--- src/rtl/com_bus_rr_arbiter.sv ---
// Common-bus arbiter for the 4-core MESI subsystem: a round-robin processor channel
// and a round-robin snoop channel (memory lowest priority), both with registered grants.
module com_bus_rr_arbiter #(
  parameter int N_PROC   = 8,
  parameter int N_SNOOP  = 4,
  parameter int MAX_HOLD = 0,
  parameter int CNT_W    = 16
) (
  input  logic                        clk,
  input  logic                        rst,
  input  logic [N_PROC-1:0]           Com_Bus_Req_proc,
  output logic [N_PROC-1:0]           Com_Bus_Gnt_proc,
  input  logic [N_SNOOP-1:0]          Com_Bus_Req_snoop,
  output logic [N_SNOOP-1:0]          Com_Bus_Gnt_snoop,
  input  logic                        Mem_snoop_req,
  output logic                        Mem_snoop_gnt,
  output logic [$clog2(N_PROC)-1:0]   Proc_owner,
  output logic                        Proc_busy,
  output logic                        Snoop_busy,
  output logic                        Hold_timeout
);

  localparam int PW  = $clog2(N_PROC);
  localparam int PW1 = PW + 1;
  localparam int SW  = $clog2(N_SNOOP);
  localparam int SW1 = SW + 1;

  localparam logic [PW:0]       P_NUM     = PW1'(N_PROC);
  localparam logic [PW-1:0]     P_LAST    = PW'(N_PROC - 1);
  localparam logic [SW:0]       S_NUM     = SW1'(N_SNOOP);
  localparam logic [SW-1:0]     S_LAST    = SW'(N_SNOOP - 1);
  localparam logic              HOLD_EN   = (MAX_HOLD != 0);
  localparam logic [CNT_W-1:0]  HOLD_LAST = CNT_W'(MAX_HOLD - 1);
  localparam logic [CNT_W-1:0]  CNT_MAX   = {CNT_W{1'b1}};

  typedef enum logic [1:0] {
    ST_IDLE    = 2'd0,
    ST_GRANT   = 2'd1,
    ST_RELEASE = 2'd2
  } ch_state_t;

  // Returns {found, index} of the first request at or above ptr, wrapping to 0.
  function automatic logic [PW:0] rr_pick_proc(input logic [N_PROC-1:0] req,
                                               input logic [PW-1:0]     ptr);
    logic [PW:0] res;
    logic [PW:0] pos;
    res = '0;
    for (int k = N_PROC - 1; k >= 0; k--) begin
      pos = {1'b0, ptr} + PW1'(k);
      pos = (pos >= P_NUM) ? (pos - P_NUM) : pos;
      if (req[pos[PW-1:0]]) begin
        res = {1'b1, pos[PW-1:0]};
      end
    end
    return res;
  endfunction

  function automatic logic [SW:0] rr_pick_snoop(input logic [N_SNOOP-1:0] req,
                                                input logic [SW-1:0]      ptr);
    logic [SW:0] res;
    logic [SW:0] pos;
    res = '0;
    for (int k = N_SNOOP - 1; k >= 0; k--) begin
      pos = {1'b0, ptr} + SW1'(k);
      pos = (pos >= S_NUM) ? (pos - S_NUM) : pos;
      if (req[pos[SW-1:0]]) begin
        res = {1'b1, pos[SW-1:0]};
      end
    end
    return res;
  endfunction

  // ---------------- processor channel ----------------
  ch_state_t          p_state_r, p_state_next_s;
  logic [N_PROC-1:0]  p_gnt_r, p_gnt_next_s;
  logic [PW-1:0]      p_owner_r, p_owner_next_s;
  logic [PW-1:0]      p_ptr_r, p_ptr_next_s;
  logic [PW:0]        p_pick_s;
  logic [CNT_W-1:0]   p_cnt_r, p_cnt_next_s;
  logic               p_busy_r;
  logic               p_to_r, p_to_next_s;

  assign p_pick_s = rr_pick_proc(Com_Bus_Req_proc, p_ptr_r);

  // Processor channel next-state, grant, pointer and tenure logic.
  always_comb begin
    p_state_next_s = p_state_r;
    p_gnt_next_s   = p_gnt_r;
    p_owner_next_s = p_owner_r;
    p_ptr_next_s   = p_ptr_r;
    p_cnt_next_s   = p_cnt_r;
    case (p_state_r)
      ST_IDLE, ST_RELEASE: begin
        // RELEASE already is the dead cycle, so it arbitrates exactly like IDLE.
        if (p_pick_s[PW]) begin
          p_state_next_s = ST_GRANT;
          p_owner_next_s = p_pick_s[PW-1:0];
          p_gnt_next_s   = '0;
          p_gnt_next_s[p_pick_s[PW-1:0]] = 1'b1;
          p_ptr_next_s   = (p_pick_s[PW-1:0] == P_LAST) ? '0 : (p_pick_s[PW-1:0] + PW'(1));
          p_cnt_next_s   = '0;
        end else begin
          p_state_next_s = ST_IDLE;
          p_gnt_next_s   = '0;
        end
      end
      ST_GRANT: begin
        if (Com_Bus_Req_proc[p_owner_r]) begin
          p_cnt_next_s = (p_cnt_r == CNT_MAX) ? p_cnt_r : (p_cnt_r + CNT_W'(1));
        end else begin
          p_state_next_s = ST_RELEASE;
          p_gnt_next_s   = '0;
        end
      end
      default: begin
        p_state_next_s = ST_IDLE;
        p_gnt_next_s   = '0;
      end
    endcase
    // Fires on the cycle the count first reaches the limit, never again in the same tenure.
    p_to_next_s = HOLD_EN && (p_state_next_s == ST_GRANT) && (p_cnt_next_s == HOLD_LAST) &&
                  !((p_state_r == ST_GRANT) && (p_cnt_r == HOLD_LAST));
  end

  // Processor channel state and output registers.
  always_ff @(posedge clk or posedge rst) begin
    if (rst) begin
      p_state_r <= ST_IDLE;
      p_gnt_r   <= '0;
      p_owner_r <= '0;
      p_ptr_r   <= '0;
      p_cnt_r   <= '0;
      p_busy_r  <= 1'b0;
      p_to_r    <= 1'b0;
    end else begin
      p_state_r <= p_state_next_s;
      p_gnt_r   <= p_gnt_next_s;
      p_owner_r <= p_owner_next_s;
      p_ptr_r   <= p_ptr_next_s;
      p_cnt_r   <= p_cnt_next_s;
      p_busy_r  <= (p_state_next_s == ST_GRANT);
      p_to_r    <= p_to_next_s;
    end
  end

  // ---------------- snoop channel ----------------
  ch_state_t          s_state_r, s_state_next_s;
  logic [N_SNOOP-1:0] s_gnt_r, s_gnt_next_s;
  logic               s_mem_r, s_mem_next_s;
  logic [SW-1:0]      s_owner_r, s_owner_next_s;
  logic [SW-1:0]      s_ptr_r, s_ptr_next_s;
  logic [SW:0]        s_pick_s;
  logic               s_hold_s;
  logic               s_busy_r;

  assign s_pick_s = rr_pick_snoop(Com_Bus_Req_snoop, s_ptr_r);
  assign s_hold_s = s_mem_r ? Mem_snoop_req : Com_Bus_Req_snoop[s_owner_r];

  // Snoop channel next-state logic; memory only wins with no cache request and leaves ptr alone.
  always_comb begin
    s_state_next_s = s_state_r;
    s_gnt_next_s   = s_gnt_r;
    s_mem_next_s   = s_mem_r;
    s_owner_next_s = s_owner_r;
    s_ptr_next_s   = s_ptr_r;
    case (s_state_r)
      ST_IDLE, ST_RELEASE: begin
        if (s_pick_s[SW]) begin
          s_state_next_s = ST_GRANT;
          s_owner_next_s = s_pick_s[SW-1:0];
          s_gnt_next_s   = '0;
          s_gnt_next_s[s_pick_s[SW-1:0]] = 1'b1;
          s_mem_next_s   = 1'b0;
          s_ptr_next_s   = (s_pick_s[SW-1:0] == S_LAST) ? '0 : (s_pick_s[SW-1:0] + SW'(1));
        end else if (Mem_snoop_req) begin
          s_state_next_s = ST_GRANT;
          s_gnt_next_s   = '0;
          s_mem_next_s   = 1'b1;
        end else begin
          s_state_next_s = ST_IDLE;
          s_gnt_next_s   = '0;
          s_mem_next_s   = 1'b0;
        end
      end
      ST_GRANT: begin
        if (s_hold_s) begin
          s_state_next_s = ST_GRANT;
        end else begin
          s_state_next_s = ST_RELEASE;
          s_gnt_next_s   = '0;
          s_mem_next_s   = 1'b0;
        end
      end
      default: begin
        s_state_next_s = ST_IDLE;
        s_gnt_next_s   = '0;
        s_mem_next_s   = 1'b0;
      end
    endcase
  end

  // Snoop channel state and output registers.
  always_ff @(posedge clk or posedge rst) begin
    if (rst) begin
      s_state_r <= ST_IDLE;
      s_gnt_r   <= '0;
      s_mem_r   <= 1'b0;
      s_owner_r <= '0;
      s_ptr_r   <= '0;
      s_busy_r  <= 1'b0;
    end else begin
      s_state_r <= s_state_next_s;
      s_gnt_r   <= s_gnt_next_s;
      s_mem_r   <= s_mem_next_s;
      s_owner_r <= s_owner_next_s;
      s_ptr_r   <= s_ptr_next_s;
      s_busy_r  <= (s_state_next_s == ST_GRANT);
    end
  end

  assign Com_Bus_Gnt_proc  = p_gnt_r;
  assign Proc_owner        = p_owner_r;
  assign Proc_busy         = p_busy_r;
  assign Hold_timeout      = p_to_r;
  assign Com_Bus_Gnt_snoop = s_gnt_r;
  assign Mem_snoop_gnt     = s_mem_r;
  assign Snoop_busy        = s_busy_r;

endmodule

--- config.mk ---
export PLATFORM = sky130hd
export DESIGN_NAME = com_bus_rr_arbiter
export DESIGN_NICKNAME = d
export VERILOG_FILES = /design/src/rtl/com_bus_rr_arbiter.sv
export SDC_FILE = /design/constraint.sdc
export NUM_CORES = 1
export LEC_CHECK = 0
export CORE_ASPECT_RATIO = 1.5
export CORE_UTILIZATION = 60
export CTS_BUF_LIST = sky130_fd_sc_hd__clkbuf_4 sky130_fd_sc_hd__clkbuf_8
export CTS_CLUSTER_DIAMETER = 150
export DETAILED_ROUTE_END_ITERATION = 10
export PLACE_DENSITY = 0.9
export SLEW_MARGIN = 30
export SYNTH_ARGS = -nofsm -noshare
export SYNTH_HDL_FRONTEND = slang
export SYNTH_SLANG_ARGS = --single-unit
--- constraint.sdc ---
create_clock -name clk -period 9.55 [get_ports clk]
set_input_delay 1.4325 -clock clk [delete_from_list [all_inputs] [get_ports clk]]
set_output_delay 1.4325 -clock clk [all_outputs]
set_load 0.02 [all_outputs]
==> summary.txt <==
Outcome -> complete, no violations
Post-synthesis sequential area ratio -> 29.6%
Period utilization -> 45.3%
CP Capture Type -> flop
Sw Pwr -> 575 uW
Slew HR -> 45.4%
Die area -> 0.00435 sq mm
Wire length per cell -> 19.6 um
Initial antenna violation count -> 0
Routed vias -> 2119
Diode count -> 0
Startpoint Class -> flop
EDFF count, synth -> 0
Rows -> 28
Yosys top cell area share -> 29.6%
Slowest stage delay, CP -> 0.76 ns
Die width -> 54.2 um
CTS H-Tree Depth -> 2
CP required -> 9.78 ns
Post-CTS Resized -> 0
Most common cell after layout, fill and taps aside -> clkdlybuf4s50_1
RSZ-0062 raised after global routing -> no
Cts hold-fix bufs -> 0
CTS root buf -> clkbuf_8
Setup CP Type -> flop to flop
CTS sink cnt -> 29
Final Hold Viols -> 0
Pleak -> 1.18 nW
Most frequent cells in the layout -> 32 x clkdlybuf4s50_1, 28 x dfrtp_1, 23 x nand2_1
Layout Skew -> 0.0108 ns
Switching Fraction -> 49.2%
Pwr/cell area -> 416 mW/mm^2
Final cell count without fillers -> 314
Vias per std cell -> 6.75
Final antenna-violating net count -> 0
Final setup violating endpoints -> 0
Critical Path Fanout Max -> 19
Comb power frac -> 70.5%
Total Routing Usage GR -> 32.6%
Largest net degree at the start of global routing -> 30
DIE HEIGHT -> 80.3 um
Synth area leader -> dfrtp_1
Gpl congestion -> 1.06
Peak VDD IR -> 0.355 mV
Latest clock arrival within the worst-skew pair -> 0.29 ns
Core footprint -> 0.00392 sq mm
Initial detailed-routing violation count -> 82
Layout area overhead -> 14.7%
Ranking of synthesized cells by area -> dfrtp_1 30%, mux4_2 13%, mux2i_1 7.8%
# DRC -> 0
Mapped Nets -> 274
Slew @ Worst Pin -> 0.813 ns
Pins Over Slew Limit -> 0
CTS Buf Count -> 5
# fillers -> 279
Max Clock Freq -> 231 MHz
Setup Fix Bufs, Post-CTS -> 0
CP arrival -> 4.55 ns
Final Net Count -> 289
Ports -> 34
Cell variety after synth -> 59
Clock slew at reported path FFs -> 0.07 ns
Seq pwr share -> 21.0%
Mapped Area -> 0.00245 sq mm
Drt total wl -> 6160 um
Setup tns final -> 0 ns
Port Buffers -> 32
Gr ovfl total -> 0
Max Cap Viol -> 0
Slowest cell on the critical path -> ha_1
Synth Register Bits -> 29
Synth warnings -> 0
Min-delay worst type -> flop to flop
Share of cells above drive strength 1 -> 13.8%
Worst-path cell chain -> inv_1, ha_1, mux2_1, mux4_2, or4_1, a31oi_1, o31a_2, o21ai_4, or4_4, nand4_1
Syn avg cell area -> 9.68 sq um
Synth async-reset ratio -> 100%
Post-Synthesis Cells -> 253
CTS tree -> done
Starting density of the core -> 62.4%
Clock buffer depth -> 2
DP HPWL -> 4390 um
Number of global-route vias before repair -> 1986
Synth Flop Type -> dfrtp_1
Clock power share -> 8.5%
DRT Pass-1 Iters -> 5
Placed cell count -> 306
First-pass GRT wire length -> 9940 um
Internal Power -> 594 uW
Post-layout min period -> 4.32 ns
-- layer usage --
layer	track usage, %	wire length [um]	vias to the layer above
met5	0	0	-
met4	20.0	357	0
met3	5.11	292	27
met2	54.3	3320	98
met1	37.5	2190	1018
li1	-	-	976
-- synth_stat cells (2+ instances only) --
cell and number:
dfrtp_1 29, nor2_1 16, o21ai_0 2, a32o_1 4, nand3_1 4, nand2b_1 2
a22oi_1 5, o21a_1 2, buf_1 2, ha_1 6, mux4_2 14, and2_1 2
a21oi_1 14, nor4_1 2, xnor2_1 3, buf_2 3, nand3b_1 3, and3b_1 2
mux2_2 8, or4_1 2, mux2i_1 19, a21o_1 3, o21ai_1 7, o21bai_1 2
nor2b_1 2, nor3b_1 3, clkbuf_1 17, inv_1 13, nand2_1 23, a211oi_1 2
mux2_1 5, a22o_1 5
-- cells by family (layout without fill, tap and decap cells) --
group,after synthesis,count (layout),share of synthesized area (%)
and+or+nand+nor,66,66,13.4
AOI/OAI and AO/OA,63,63,18.8
muxes,47,47,27.2
buffers and inverters,37,53,6.28
DFF,29,29,29.6
adders and majority gates,6,6,3.06
xor gates and xnor gates,4,4,1.43
other,1,1,0.153
-- cell type report --
type | instances | area (sq um) | area share, %
clock buffer | 5 | 68.8 | 2.45
clock inverter | 3 | 17.5 | 0.624
inverter | 13 | 48.8 | 1.74
multi-input combinational | 187 | 1570 | 55.9
sequential | 29 | 727 | 25.9
tap | 45 | 56.3 | 2.00
timing repair buffer | 32 | 320 | 11.4
-- critical path: cells and delay by family (launching register included) --
kind / cells / cell delay [ns]
compound gates: 3 / 0.44
flops: 1 / 0.75
mux: 2 / 0.92
simple gates: 3 / 1.15
fa+ha+maj: 1 / 0.76
buf+inv: 1 / 0.23
-- final timing paths --
check	end	cells past startpoint	slack, ns	from
hold reg to reg	p_state_r[1]	1	0.44	p_state_r[1]
hold / removal	p_state_r[1]	1	0.44	p_state_r[1]
min in group asynchronous	Proc_owner[1]	2	1.52	rst
setup reg to reg	p_ptr_r[2]	10	5.23	p_ptr_r[1]
max in group asynchronous	p_ptr_r[0]	2	7.59	rst
setup / recovery	p_ptr_r[2]	10	5.23	p_ptr_r[1]
-- flip-flops by register name (all words and copies together) (netlist names) --
| name | count |
|---|---|
| s_state_r | 2 |
| Com_Bus_Gnt_proc | 8 |
| Com_Bus_Gnt_snoop | 4 |
| Snoop_busy | 1 |
| Proc_owner | 3 |
| p_ptr_r | 3 |
| s_ptr_r | 2 |
| s_owner_r | 2 |
| Proc_busy | 1 |
| p_state_r | 2 |
| Mem_snoop_gnt | 1 |
-- stage by stage --
| stage | util (%) | setup slack, ns | power [mW] | area, sq um | hold slack, ns |
|---|---|---|---|---|---|
| global route | 71.6 | 5.05 | 1.25 | 2810 | 0.467 |
| CTS | 71.6 | 5.03 | 1.16 | 2810 | 0.443 |
| global placement | 69.4 | 5.02 | 1.03 | 2720 | 0.408 |
| finish | 71.6 | 5.23 | 1.17 | 2810 | 0.441 |
| detailed placement | 69.4 | 4.96 | 1.05 | 2720 | 0.432 |
| floorplan | - | 5.70 | 0.873 | 2450 | 0.400 |
-- power groups by stage --
stage	registers, mW	clock network, mW	logic, mW
2_1_floorplan	0.226	0	0.647
3_3_place_gp	0.243	0	0.788
3_5_place_dp	0.245	0	0.803
4_1_cts	0.245	0.100	0.810
5_1_grt	0.256	0.105	0.885
6_report	0.246	0.0993	0.824
Power figures use the tool's default switching activity.
